===== src/rtl/frame_buf_arb_if.sv =====
// Bus bundle between the frame-buffer arbiter, its writer/reader clients and the memory.
// slave = arbiter side, master = clients + memory side.
interface frame_buf_arb_if #(
  parameter int unsigned DATA_WIDTH = 32,
  parameter int unsigned ADDR_WIDTH = 29
);
  logic                  wr_req;
  logic [ADDR_WIDTH-1:0] wr_addr;
  logic [DATA_WIDTH-1:0] wr_data;
  logic                  wr_ack;
  logic                  rd_req;
  logic [ADDR_WIDTH-1:0] rd_addr;
  logic [DATA_WIDTH-1:0] rd_data;
  logic                  rd_valid;
  logic                  busy;
  logic                  mem_wr_en;
  logic                  mem_rd_en;
  logic [ADDR_WIDTH-1:0] mem_wr_addr;
  logic [ADDR_WIDTH-1:0] mem_rd_addr;
  logic [DATA_WIDTH-1:0] mem_wr_data;
  logic [DATA_WIDTH-1:0] mem_rd_data;

  modport slave (
    input  wr_req, wr_addr, wr_data, rd_req, rd_addr, mem_rd_data,
    output wr_ack, rd_data, rd_valid, busy,
           mem_wr_en, mem_rd_en, mem_wr_addr, mem_rd_addr, mem_wr_data
  );

  modport master (
    output wr_req, wr_addr, wr_data, rd_req, rd_addr, mem_rd_data,
    input  wr_ack, rd_data, rd_valid, busy,
           mem_wr_en, mem_rd_en, mem_wr_addr, mem_rd_addr, mem_wr_data
  );
endinterface


===== src/rtl/frame_buf_arb.sv =====
// One-writer / one-reader arbiter for a slow multi-cycle frame-buffer memory.
// Define ARB_ROUND_ROBIN_EN for alternating grants; default build gives the writer fixed priority.
module frame_buf_arb #(
  parameter int unsigned DATA_WIDTH = 32,
  parameter int unsigned ADDR_WIDTH = 29,
  parameter int unsigned ACC_CYCLES = 3
) (
  input  logic            i_clk,
  input  logic            i_reset,
  frame_buf_arb_if.slave  io_bus
);

  localparam int unsigned CNT_W = 4;
  localparam logic [1:0] S_IDLE   = 2'd0;
  localparam logic [1:0] S_WR     = 2'd1;
  localparam logic [1:0] S_RD     = 2'd2;
  localparam logic [1:0] S_RD_CAP = 2'd3;
  localparam logic [CNT_W-1:0] CNT_LOAD = CNT_W'(ACC_CYCLES);
  localparam logic [CNT_W-1:0] CNT_ONE  = CNT_W'(1);
  localparam logic [CNT_W-1:0] CNT_TWO  = CNT_W'(2);

  logic [1:0]            r_state, w_state_nxt;
  logic [CNT_W-1:0]      r_cnt, w_cnt_nxt;
  logic [ADDR_WIDTH-1:0] r_wr_addr, w_wr_addr_nxt;
  logic [ADDR_WIDTH-1:0] r_rd_addr, w_rd_addr_nxt;
  logic [DATA_WIDTH-1:0] r_wr_data, w_wr_data_nxt;
  logic [DATA_WIDTH-1:0] r_rd_data, w_rd_data_nxt;
  logic                  r_wr_ack, w_wr_ack_nxt;
  logic                  r_rd_valid, w_rd_valid_nxt;
  logic                  r_busy, r_mem_wr_en, r_mem_rd_en;
  logic                  w_rd_elig, w_grant_wr, w_grant_rd;

  // A reader still holding rd_req during its own rd_valid cycle is not re-granted
  assign w_rd_elig = io_bus.rd_req & ~r_rd_valid;

`ifdef ARB_ROUND_ROBIN_EN
  logic r_last_rd, w_last_rd_nxt;
  assign w_grant_wr = io_bus.wr_req & (~w_rd_elig | r_last_rd);
  assign w_grant_rd = w_rd_elig & (~io_bus.wr_req | ~r_last_rd);
`else
  assign w_grant_wr = io_bus.wr_req;
  assign w_grant_rd = w_rd_elig & ~io_bus.wr_req;
`endif

  // Next-state, counter and latched-request logic
  always_comb begin
    w_state_nxt    = r_state;
    w_cnt_nxt      = r_cnt;
    w_wr_addr_nxt  = r_wr_addr;
    w_wr_data_nxt  = r_wr_data;
    w_rd_addr_nxt  = r_rd_addr;
    w_rd_data_nxt  = r_rd_data;
    w_wr_ack_nxt   = 1'b0;
    w_rd_valid_nxt = 1'b0;
`ifdef ARB_ROUND_ROBIN_EN
    w_last_rd_nxt  = r_last_rd;
`endif
    case (r_state)
      S_IDLE: begin
        if (w_grant_wr) begin
          w_state_nxt   = S_WR;
          w_cnt_nxt     = CNT_LOAD;
          w_wr_addr_nxt = io_bus.wr_addr;
          w_wr_data_nxt = io_bus.wr_data;
`ifdef ARB_ROUND_ROBIN_EN
          w_last_rd_nxt = 1'b0;
`endif
        end else if (w_grant_rd) begin
          w_state_nxt   = S_RD;
          w_cnt_nxt     = CNT_LOAD;
          w_rd_addr_nxt = io_bus.rd_addr;
`ifdef ARB_ROUND_ROBIN_EN
          w_last_rd_nxt = 1'b1;
`endif
        end
      end
      S_WR: begin
        if (r_cnt == CNT_ONE) begin
          w_state_nxt = S_IDLE;
          w_cnt_nxt   = '0;
        end else begin
          w_cnt_nxt    = r_cnt - CNT_ONE;
          w_wr_ack_nxt = (r_cnt == CNT_TWO);
        end
      end
      S_RD: begin
        if (r_cnt == CNT_ONE) begin
          w_state_nxt = S_RD_CAP;
          w_cnt_nxt   = '0;
        end else begin
          w_cnt_nxt = r_cnt - CNT_ONE;
        end
      end
      S_RD_CAP: begin
        w_rd_data_nxt  = io_bus.mem_rd_data;
        w_rd_valid_nxt = 1'b1;
        w_state_nxt    = S_IDLE;
      end
      default: w_state_nxt = S_IDLE;
    endcase
  end

  // State register; memory enables and busy are decoded from the next state
  always_ff @(posedge i_clk) begin
    if (i_reset) begin
      r_state     <= S_IDLE;
      r_cnt       <= '0;
      r_wr_addr   <= '0;
      r_wr_data   <= '0;
      r_rd_addr   <= '0;
      r_rd_data   <= '0;
      r_wr_ack    <= 1'b0;
      r_rd_valid  <= 1'b0;
      r_busy      <= 1'b0;
      r_mem_wr_en <= 1'b1;
      r_mem_rd_en <= 1'b1;
`ifdef ARB_ROUND_ROBIN_EN
      r_last_rd   <= 1'b1;
`endif
    end else begin
      r_state     <= w_state_nxt;
      r_cnt       <= w_cnt_nxt;
      r_wr_addr   <= w_wr_addr_nxt;
      r_wr_data   <= w_wr_data_nxt;
      r_rd_addr   <= w_rd_addr_nxt;
      r_rd_data   <= w_rd_data_nxt;
      r_wr_ack    <= w_wr_ack_nxt;
      r_rd_valid  <= w_rd_valid_nxt;
      r_busy      <= (w_state_nxt != S_IDLE);
      r_mem_wr_en <= (w_state_nxt != S_WR);
      r_mem_rd_en <= (w_state_nxt != S_RD);
`ifdef ARB_ROUND_ROBIN_EN
      r_last_rd   <= w_last_rd_nxt;
`endif
    end
  end

  assign io_bus.wr_ack      = r_wr_ack;
  assign io_bus.rd_valid    = r_rd_valid;
  assign io_bus.rd_data     = r_rd_data;
  assign io_bus.busy        = r_busy;
  assign io_bus.mem_wr_en   = r_mem_wr_en;
  assign io_bus.mem_rd_en   = r_mem_rd_en;
  assign io_bus.mem_wr_addr = r_wr_addr;
  assign io_bus.mem_wr_data = r_wr_data;
  assign io_bus.mem_rd_addr = r_rd_addr;

endmodule


===== src/flat_wrapper.sv =====
// flat-port wrapper written by rule: the top's interface ports become plain ports
module frame_buf_arb_flat 
#(
  parameter int unsigned DATA_WIDTH = 32,
  parameter int unsigned ADDR_WIDTH = 29,
  parameter int unsigned ACC_CYCLES = 3
)
  (i_clk, i_reset, io_bus_wr_req, io_bus_wr_addr, io_bus_wr_data, io_bus_rd_req, io_bus_rd_addr, io_bus_mem_rd_data, io_bus_wr_ack, io_bus_rd_data, io_bus_rd_valid, io_bus_busy, io_bus_mem_wr_en, io_bus_mem_rd_en, io_bus_mem_wr_addr, io_bus_mem_rd_addr, io_bus_mem_wr_data);
  frame_buf_arb_if #(.DATA_WIDTH(DATA_WIDTH), .ADDR_WIDTH(ADDR_WIDTH)) io_bus_i ();
  input  logic i_clk;
  input  logic i_reset;
  input wire logic [$bits(io_bus_i.wr_req)-1:0] io_bus_wr_req;
  input wire logic [$bits(io_bus_i.wr_addr)-1:0] io_bus_wr_addr;
  input wire logic [$bits(io_bus_i.wr_data)-1:0] io_bus_wr_data;
  input wire logic [$bits(io_bus_i.rd_req)-1:0] io_bus_rd_req;
  input wire logic [$bits(io_bus_i.rd_addr)-1:0] io_bus_rd_addr;
  input wire logic [$bits(io_bus_i.mem_rd_data)-1:0] io_bus_mem_rd_data;
  output wire logic [$bits(io_bus_i.wr_ack)-1:0] io_bus_wr_ack;
  output wire logic [$bits(io_bus_i.rd_data)-1:0] io_bus_rd_data;
  output wire logic [$bits(io_bus_i.rd_valid)-1:0] io_bus_rd_valid;
  output wire logic [$bits(io_bus_i.busy)-1:0] io_bus_busy;
  output wire logic [$bits(io_bus_i.mem_wr_en)-1:0] io_bus_mem_wr_en;
  output wire logic [$bits(io_bus_i.mem_rd_en)-1:0] io_bus_mem_rd_en;
  output wire logic [$bits(io_bus_i.mem_wr_addr)-1:0] io_bus_mem_wr_addr;
  output wire logic [$bits(io_bus_i.mem_rd_addr)-1:0] io_bus_mem_rd_addr;
  output wire logic [$bits(io_bus_i.mem_wr_data)-1:0] io_bus_mem_wr_data;
  assign io_bus_i.wr_req = io_bus_wr_req;
  assign io_bus_i.wr_addr = io_bus_wr_addr;
  assign io_bus_i.wr_data = io_bus_wr_data;
  assign io_bus_i.rd_req = io_bus_rd_req;
  assign io_bus_i.rd_addr = io_bus_rd_addr;
  assign io_bus_i.mem_rd_data = io_bus_mem_rd_data;
  assign io_bus_wr_ack = io_bus_i.wr_ack;
  assign io_bus_rd_data = io_bus_i.rd_data;
  assign io_bus_rd_valid = io_bus_i.rd_valid;
  assign io_bus_busy = io_bus_i.busy;
  assign io_bus_mem_wr_en = io_bus_i.mem_wr_en;
  assign io_bus_mem_rd_en = io_bus_i.mem_rd_en;
  assign io_bus_mem_wr_addr = io_bus_i.mem_wr_addr;
  assign io_bus_mem_rd_addr = io_bus_i.mem_rd_addr;
  assign io_bus_mem_wr_data = io_bus_i.mem_wr_data;
  frame_buf_arb #(.DATA_WIDTH(DATA_WIDTH), .ADDR_WIDTH(ADDR_WIDTH), .ACC_CYCLES(ACC_CYCLES)) u_core (.i_clk(i_clk), .i_reset(i_reset), .io_bus(io_bus_i));
endmodule

===== config.mk =====
export PLATFORM = sky130hd
export DESIGN_NAME = frame_buf_arb_flat
export DESIGN_NICKNAME = d
export VERILOG_FILES = /design/src/rtl/frame_buf_arb_if.sv /design/src/rtl/frame_buf_arb.sv /design/src/flat_wrapper.sv
export SDC_FILE = /design/constraint.sdc
export NUM_CORES = 1
export LEC_CHECK = 0
export ABC_CLOCK_PERIOD_IN_PS = 1700
export CORE_MARGIN = 3
export CORE_UTILIZATION = 50
export DETAILED_ROUTE_END_ITERATION = 8
export DONT_BUFFER_PORTS = 1
export HOLD_SLACK_MARGIN = 0.06
export PLACE_DENSITY = 0.68
export SKIP_CTS_REPAIR_TIMING = 1
export SYNTH_ARGS = -nofsm -noshare
export SYNTH_HDL_FRONTEND = slang
export SYNTH_SLANG_ARGS = --single-unit

===== constraint.sdc =====
create_clock -name i_clk -period 1.7 [get_ports i_clk]
set_input_delay 0.34 -clock i_clk [delete_from_list [all_inputs] [get_ports i_clk]]
set_output_delay 0.34 -clock i_clk [all_outputs]
set_load 0.01 [all_outputs]

Yosys cells after proc, flatten, opt, wreduce, memory -nomap -nowiden. Index checks and enable logic that the tools add are counted.

Register bits: 133. Word-level logic and storage cells: 43. Output and inout port bits: 127. Input bits: 126.

Equality and inequality tests: 8. Multiplexer cells: 10. Add/sub/neg operators: 1. Bitwise gates (word level): 5. Reduce and logical (&&, ||, !) cells: 8.

Operators with widths (count): 4-bit two-way mux (3); 2-bit two-way mux (4); 2-bit one-hot mux with 4 select lines (1); 4-bit one-hot mux with 2 select lines (1); 2-bit == test, second input constant (2); 4-bit by 1-bit == test with 1-bit output, second input constant (1); 4-bit by 2-bit == test with 1-bit output, second input constant (1); 2-bit AND reduction (2); 2-bit nonzero test (2); 4-bit by 1-bit subtractor with 4-bit output, second input constant (1); 3-bit by 2-bit != test with 1-bit output, second input constant (1); 1-bit inverter (3); 3-bit AND reduction (1); 3-bit OR reduction (1); 1-bit bitwise AND (2); 2-bit by 1-bit == test with 1-bit output, second input constant (1); 2-bit logical NOT (1); 2-bit by 1-bit != test with 1-bit output, second input constant (1); 2-bit != test, second input constant (1); 2-bit OR reduction (1); 1-bit two-way mux (1).

Longest topological paths before layout. Gate-level depths: netlist (run 1).

Depth after elaboration: 7. Mapped depth: 8. Gate-level depth less buffers: 6.

Worst setup path after synthesis (run 1). No wires, ideal clock.

Path type: register to register. Start: reg u_core.r_cnt[1]. End: reg u_core.r_mem_wr_en (netlist: u_core.io_bus.mem_wr_en). Slack: 0.033 ns. Path buffers: 0. Data required time: 1.573 ns. Stages on the path, launching flop included: 7. Arrival time: 1.540 ns. Setup time: 0.127 ns. Cell sequence: dfxtp_1 > inv_1 > ha_1 > or3b_4 > a21oi_2 > o311a_4 > or3b_1.

Cells in the longest elaborated chain, start to end: 4. Elaborated cells on any way between the ends: 5.

Ends and longest elaborated chain: from (decl) (line frame_buf_arb.sv:23) `logic [CNT_W-1:0] r_cnt, w_cnt_nxt;`; from (signal assigned) (line frame_buf_arb.sv:122) `r_cnt <= w_cnt_nxt;`; 4-bit by 1-bit == test with 1-bit output * (line frame_buf_arb.sv:78, frame_buf_arb.sv:87); 2-bit two-way mux, on equally long branches (line frame_buf_arb.sv:87, frame_buf_arb.sv:78); 2-bit one-hot mux with 4 select lines * (line frame_buf_arb.sv:58) `case (r_state)`; 2-bit by 1-bit != test with 1-bit output * (line frame_buf_arb.sv:130) `r_mem_wr_en <= (w_state_nxt != S_WR);`; to (signal assigned) (line frame_buf_arb.sv:130); to (decl) (line frame_buf_arb.sv:30) `logic r_busy, r_mem_wr_en, r_mem_rd_en;`.

Mark *: on every way between the ends. The rest lies on a longest branch, timed or not. A chain may end at the register's enable or synchronous reset.

Worst setup path after layout (run 1). Same ends and word-level chain as after synthesis.

==> impl_metrics.json, run 1 <==
{
  "status": "finished with violations",
  "violations": "hold timing",
  "seq_power_share_pct": 46.4,
  "worst_path_largest_cell_delay_ps": 340,
  "clock_skew_ps": 11.7,
  "firstDrtPassIters": 4,
  "rows": 35,
  "drt_iter0_markers": 194,
  "hpwl_um": 8290,
  "die_w_um": 104,
  "required_ps": 2090,
  "hp-start": "i_reset",
  "crit_path_end_kind": "flip-flop",
  "crit_type": "flip-flop to flip-flop",
  "hold_end": "u_core.io_bus.rd_data[25]$_SDFFE_PP0P_",
  "ios": 253,
  "power_switching_w": 0.00210,
  "core-area_um2": 9240,
  "final_cell_mix": "183 x nand2_1, 132 x dfxtp_1, 93 x a21oi_1, 37 x nor2_1, 32 x mux2i_1",
  "path_buf_inv": 1,
  "ys_warn_count": 0,
  "grt_pass1_wl_um": 18800,
  "tightest_slew_ps": 315,
  "cap_viol_max_count": 0,
  "avgSynthCellArea_um2": 8.54,
  "reg2reg_depth": 6,
  "antenna_found_initial": 0,
  "clk_latency_ps": 500,
  "clkTransAtPathRegs_ps": 60,
  "r2r_start": "u_core.r_cnt[1]$_SDFFE_PP0P_",
  "routed_via_density": 5.39,
  "start_util_pct": 51.7,
  "startpoint_type": "flip-flop",
  "routed_wl_um": 11900,
  "numCtsBuffers": 17,
  "min_period_over_period_pct": 96.6,
  "powerDensity_nw_per_um2": 1430,
  "whs_ps": -101,
  "routed-via-count": 3723,
  "path_cells": "inv_2, ha_4, or3b_4, a21oi_2, o311a_4, or3b_1",
  "fmax_ghz": 0.609,
  "finish.net_count": 683,
  "r2r-end": "u_core.io_bus.mem_wr_en$_SDFF_PP1_",
  "grt_max_degree": 133,
  "comb_power_share_pct": 10.9,
  "clock-sinks": 133,
  "fin_util_pct": 59.6,
  "p_clk_share_pct": 42.7,
  "die-area_um2": 10800,
  "power.leakage_nw": 2.02,
  "syn_area_um2": 4770,
  "seq_area_frac_synth_pct": 55.8,
  "reg2reg_slack_ps": 60,
  "path_max_fanout": 4,
  "power.internal_w": 0.00579,
  "synth_area_leaders": "dfxtp_1 56%, nand2_1 14%, a21oi_1 9.9%",
  "synth_cell_type_count": 31,
  "clockRootBuffer": "clkbuf_8",
  "cp-startpoint": "u_core.r_cnt[1]$_SDFFE_PP0P_",
  "ys_seq_elements": 133,
  "fin_crit_ps": 1640,
  "gr-total-overflow": 0,
  "drive_gt1_share_pct": 9.96,
  "p_total_w": 0.00789,
  "portBuffers": 0,
  "grt_pass1_vias": 3645,
  "drc": 0,
  "arrival_ps": 2030,
  "slowest_stage": "dfxtp_1",
  "cts.htree.levels": 4,
  "track_usage_pct": 21.6,
  "synth.largest_area_cell": "dfxtp_1",
  "clk_path_buf_depth": 2,
  "die_h_um": 104,
  "swShare_pct": 26.7,
  "drtAntennaViolNets": 0,
  "netlist_instances": 559,
  "synth_top_area_share_pct": 55.8,
  "gp_congestion": 0.815,
  "cts_tree": "built",
  "dpl_cell_area_um2": 4900,
  "rsz0062_at_grt": "no",
  "final_area_um2": 5510,
  "maxSlewHeadroom_pct": 79.0,
  "finalHoldViolCount": 130,
  "synthesis.nets": 693,
  "hold_path_depth": 1,
  "min_path_type": "primary input to flip-flop",
  "area_delta_synth_final_pct": 15.4,
  "diodes": 0,
  "drv_slew": 0,
  "cp_top_family": "simple AND/OR/NAND/NOR gates",
  "final_common_cell": "nand2_1",
  "ir_drop_v": 0.000631,
  "wire_per_inst_um": 17.2,
  "final-setup-viol-count": 0
}
==> per-layer routing <==
| layer | vias to the layer above | wire length, um | part of all wire (%) | global-route usage, % |
|---|---|---|---|---|
| met5 | - | 0 | 0 | 0 |
| met4 | 0 | 256 | 2.2 | 7.50 |
| met3 | 20 | 1250 | 11 | 11.2 |
| met2 | 193 | 5830 | 49 | 36.4 |
| met1 | 1712 | 4520 | 38 | 23.5 |
| li1 | 1798 | - | - | - |
==> cell usage after synthesis (all sizes together) <==
library cell,count
nand2,184
a21oi,95
clkbuf,28
dfxtp,133
o31a,1
nor3b,1
inv,4
o21ai,3
nor2b,3
o221ai,1
and2b,2
a21o,1
a311oi,1
nor2,38
nand4,2
nor4,1
mux2i,32
o311a,1
nor3,1
nand2b,1
buf,10
or3b,2
a211oi,1
and2,2
ha,8
or2b,1
nand3,2
==> registers in the layout, summed over array words and instances (netlist names), 2 cells and up <==
register                   count
u_core.io_bus.rd_data         32
u_core.r_cnt                   4
u_core.io_bus.mem_wr_addr     29
u_core.io_bus.mem_wr_data     32
u_core.io_bus.mem_rd_addr     29
u_core.r_state                 2
==> power by group through the flow <==
| stage | clock network, W | registers [W] | logic (W) |
|---|---|---|---|
| global placement | 0 | 0.00372 | 0.000781 |
| global route | 0.00359 | 0.00369 | 0.000979 |
| detailed placement | 0 | 0.00372 | 0.000824 |
| floorplan | 0 | 0.00366 | 0.000671 |
| CTS | 0.00345 | 0.00366 | 0.000831 |
| finish | 0.00337 | 0.00366 | 0.000863 |
==> cell families (layout without fill, tap and decap cells) <==
group	count (synthesis)	in the layout	share of synthesized area (%)
multiplexers	32	32	6.71
flip-flops	133	133	55.8
buffers and inverters	42	45	3.54
adder cells (fa/ha/maj)	8	8	2.10
AO/OA/AOI/OAI	104	104	11.7
AND/OR/NAND/NOR	240	240	20.2
==> worst max path at each step <==
stage | end | slack (ps) | depth (start not counted)
after floorplan | u_core.io_bus.mem_wr_en$_SDFF_PP1_ | 30 | 6
after CTS | u_core.io_bus.mem_wr_en$_SDFF_PP1_ | 3 | 5
after detailed placement | u_core.io_bus.mem_wr_en$_SDFF_PP1_ | -10 | 5
final | u_core.io_bus.mem_wr_en$_SDFF_PP1_ | 60 | 6
after global routing | u_core.io_bus.mem_wr_en$_SDFF_PP1_ | 9 | 6
after global placement | u_core.io_bus.mem_wr_en$_SDFF_PP1_ | 70 | 6
==> stage by stage <==
stage	instances	setup TNS (ps)	setup WS (ps)	hold WS, ps
2_1_floorplan	559	0	32.7	476
3_3_place_gp	658	0	74.0	421
3_5_place_dp	658	-14.1	-14.1	424
4_1_cts	690	0	2.68	-122
5_1_grt	691	0	8.80	-128
6_report	691	0	58.6	-101
==> area by class of cell <==
class                      count  area [um^2]
fill                         806         3730
sequential                   133         2670
multi-input combinational    384         1980
clock buffer                  21          459
tap                          129          161
timing repair buffer           9          124
clock inverter                11          100
inverter                       4         15.0
Power figures use the tool's default switching activity.
==> run 2: changes to the inputs <==
--- a/config.mk
+++ b/config.mk
@@ -6,11 +6,13 @@
 export NUM_CORES = 1
 export LEC_CHECK = 0
 export ABC_CLOCK_PERIOD_IN_PS = 1700
+export CAP_MARGIN = 20
 export CORE_MARGIN = 3
 export CORE_UTILIZATION = 50
 export DETAILED_ROUTE_END_ITERATION = 8
 export DONT_BUFFER_PORTS = 1
 export HOLD_SLACK_MARGIN = 0.06
+export MAX_ROUTING_LAYER = met4
 export PLACE_DENSITY = 0.68
 export SKIP_CTS_REPAIR_TIMING = 1
 export SYNTH_ARGS = -nofsm -noshare
==> impl_metrics.json, run 2 (synthesis gave the netlist of run 1 again) <==
{
  "die_h_um": 104,
  "finish.net_count": 682,
  "clock-sinks": 133,
  "fillers": 807,
  "worst_path_largest_cell_delay_ps": 340,
  "status": "finished with violations",
  "drv_slew": 0,
  "start_util_pct": 51.7,
  "grt_pass1_wl_um": 18800,
  "hold_path_depth": 1,
  "drc": 0,
  "hpwl_um": 8290,
  "die_w_um": 104,
  "min_period_over_period_pct": 96.1,
  "final_common_cell": "nand2_1",
  "wire_per_inst_um": 17.1,
  "r2r_start": "u_core.r_cnt[1]$_SDFFE_PP0P_",
  "r2r-end": "u_core.io_bus.mem_wr_en$_SDFF_PP1_",
  "whs_ps": -105,
  "crit_path_end_kind": "flip-flop",
  "required_ps": 2090,
  "clock_skew_ps": 11.5,
  "path_buf_inv": 1,
  "core-area_um2": 9240,
  "area_delta_synth_final_pct": 15.2,
  "ir_drop_v": 0.000630,
  "diodes": 0,
  "power.leakage_nw": 2.02,
  "die-area_um2": 10800,
  "slowest_stage": "dfxtp_1",
  "drt_iter0_markers": 216,
  "drtAntennaViolNets": 0,
  "fin_crit_ps": 1630,
  "rsz0062_at_grt": "no",
  "routed_via_density": 5.39,
  "setup_tns_ps": 0,
  "violations": "hold timing",
  "firstDrtPassIters": 4,
  "min_path_type": "primary input to flip-flop",
  "reg2reg_depth": 6,
  "gp_congestion": 0.827,
  "gr-total-overflow": 0,
  "antenna_found_initial": 0,
  "tightest_slew_ps": 315,
  "maxSlewHeadroom_pct": 79.0,
  "cts_tree": "built",
  "clk_path_buf_depth": 2,
  "crit_type": "flip-flop to flip-flop",
  "hp-start": "i_reset",
  "grt_pass1_vias": 3665,
  "finalHoldViolCount": 128,
  "arrival_ps": 2030,
  "routed_wl_um": 11800,
  "path_max_fanout": 4,
  "cp_top_family": "simple AND/OR/NAND/NOR gates",
  "cap_viol_max_count": 0,
  "clockRootBuffer": "clkbuf_8",
  "numCtsBuffers": 17,
  "rows": 35,
  "grt_max_degree": 133,
  "reg2reg_slack_ps": 70,
  "startpoint_type": "flip-flop",
  "clk_latency_ps": 510,
  "final-setup-viol-count": 0,
  "portBuffers": 0,
  "fmax_ghz": 0.612,
  "final_cell_mix": "183 x nand2_1, 132 x dfxtp_1, 93 x a21oi_1, 37 x nor2_1, 32 x mux2i_1",
  "drive_gt1_share_pct": 9.98,
  "path_cells": "inv_2, ha_4, or3b_4, a21oi_2, o311a_4, or3b_1",
  "ios": 253,
  "powerDensity_nw_per_um2": 1430,
  "routed-via-count": 3719,
  "hold_end": "u_core.io_bus.rd_data[25]$_SDFFE_PP0P_",
  "clkTransAtPathRegs_ps": 60,
  "cts.htree.levels": 4,
  "track_usage_pct": 22.3
}
[run 2: changes by cell type in the layout (fill, tap and decap cells not counted), sizes merged]
cell         change
dlygate4sd3      -1
[run 2: worst register-to-register path, stage by stage (launching register included)]
cell and delay, ps:
dfxtp_1 340, inv_2 60, ha_4 160, or3b_4 240, a21oi_2 60, o311a_4 320, or3b_1 340
[run 2: per-layer routing]
layer / GRT usage (%) / share of wire [%] / vias to the layer above
li1: - / - / 1799
met1: 24.1 / 39 / 1707
met2: 36.5 / 49 / 191
met3: 9.60 / 10 / 22
met4: 8.36 / 2.4 / 0
met5: - / 0 / -
[run 2: power by group]
group / switching, W / internal, W / leakage, nW
Combinational: 0.000495 / 0.000360 / 0.658
Clock: 0.00132 / 0.00205 / 0.274
Sequential: 0.000294 / 0.00337 / 1.09
Total: 0.00210 / 0.00578 / 2.02
[run 2: per-stage QoR]
stage	total power (W)	cell area (um^2)	util (%)	worst slack [ps]	std cells
2_1_floorplan	0.00433	4770	-	32.7	559
3_3_place_gp	0.00450	4900	53.0	74.0	658
3_5_place_dp	0.00455	4900	53.0	-14.1	658
4_1_cts	0.00794	5460	59.1	2.68	690
5_1_grt	0.00825	5500	59.5	8.80	690
6_report	0.00789	5500	59.5	65.9	690
[run 2: worst max path at each step]
stage	slack, ps	start	endpoint	depth (start not counted)
2_1_floorplan	30	u_core.r_cnt[1]$_SDFFE_PP0P_	u_core.io_bus.mem_wr_en$_SDFF_PP1_	6
3_3_place_gp	70	u_core.r_cnt[1]$_SDFFE_PP0P_	u_core.io_bus.mem_wr_en$_SDFF_PP1_	6
3_5_place_dp	-10	u_core.r_cnt[0]$_SDFFE_PP0P_	u_core.io_bus.mem_wr_en$_SDFF_PP1_	5
4_1_cts	3	u_core.r_cnt[0]$_SDFFE_PP0P_	u_core.io_bus.mem_wr_en$_SDFF_PP1_	5
5_1_grt	9	u_core.r_cnt[1]$_SDFFE_PP0P_	u_core.io_bus.mem_wr_en$_SDFF_PP1_	6
6_report	70	u_core.r_cnt[1]$_SDFFE_PP0P_	u_core.io_bus.mem_wr_en$_SDFF_PP1_	6
[run 2: final cells by class]
type / instances / area, um^2 / share of cell area, %
timing repair buffer: 8 / 114 / 2.07
tap: 129 / 161 / 2.94
inverter: 4 / 15.0 / 0.273
multi-input combinational: 384 / 1980 / 36.0
clock inverter: 11 / 100 / 1.82
clock buffer: 21 / 459 / 8.35
sequential: 133 / 2670 / 48.5
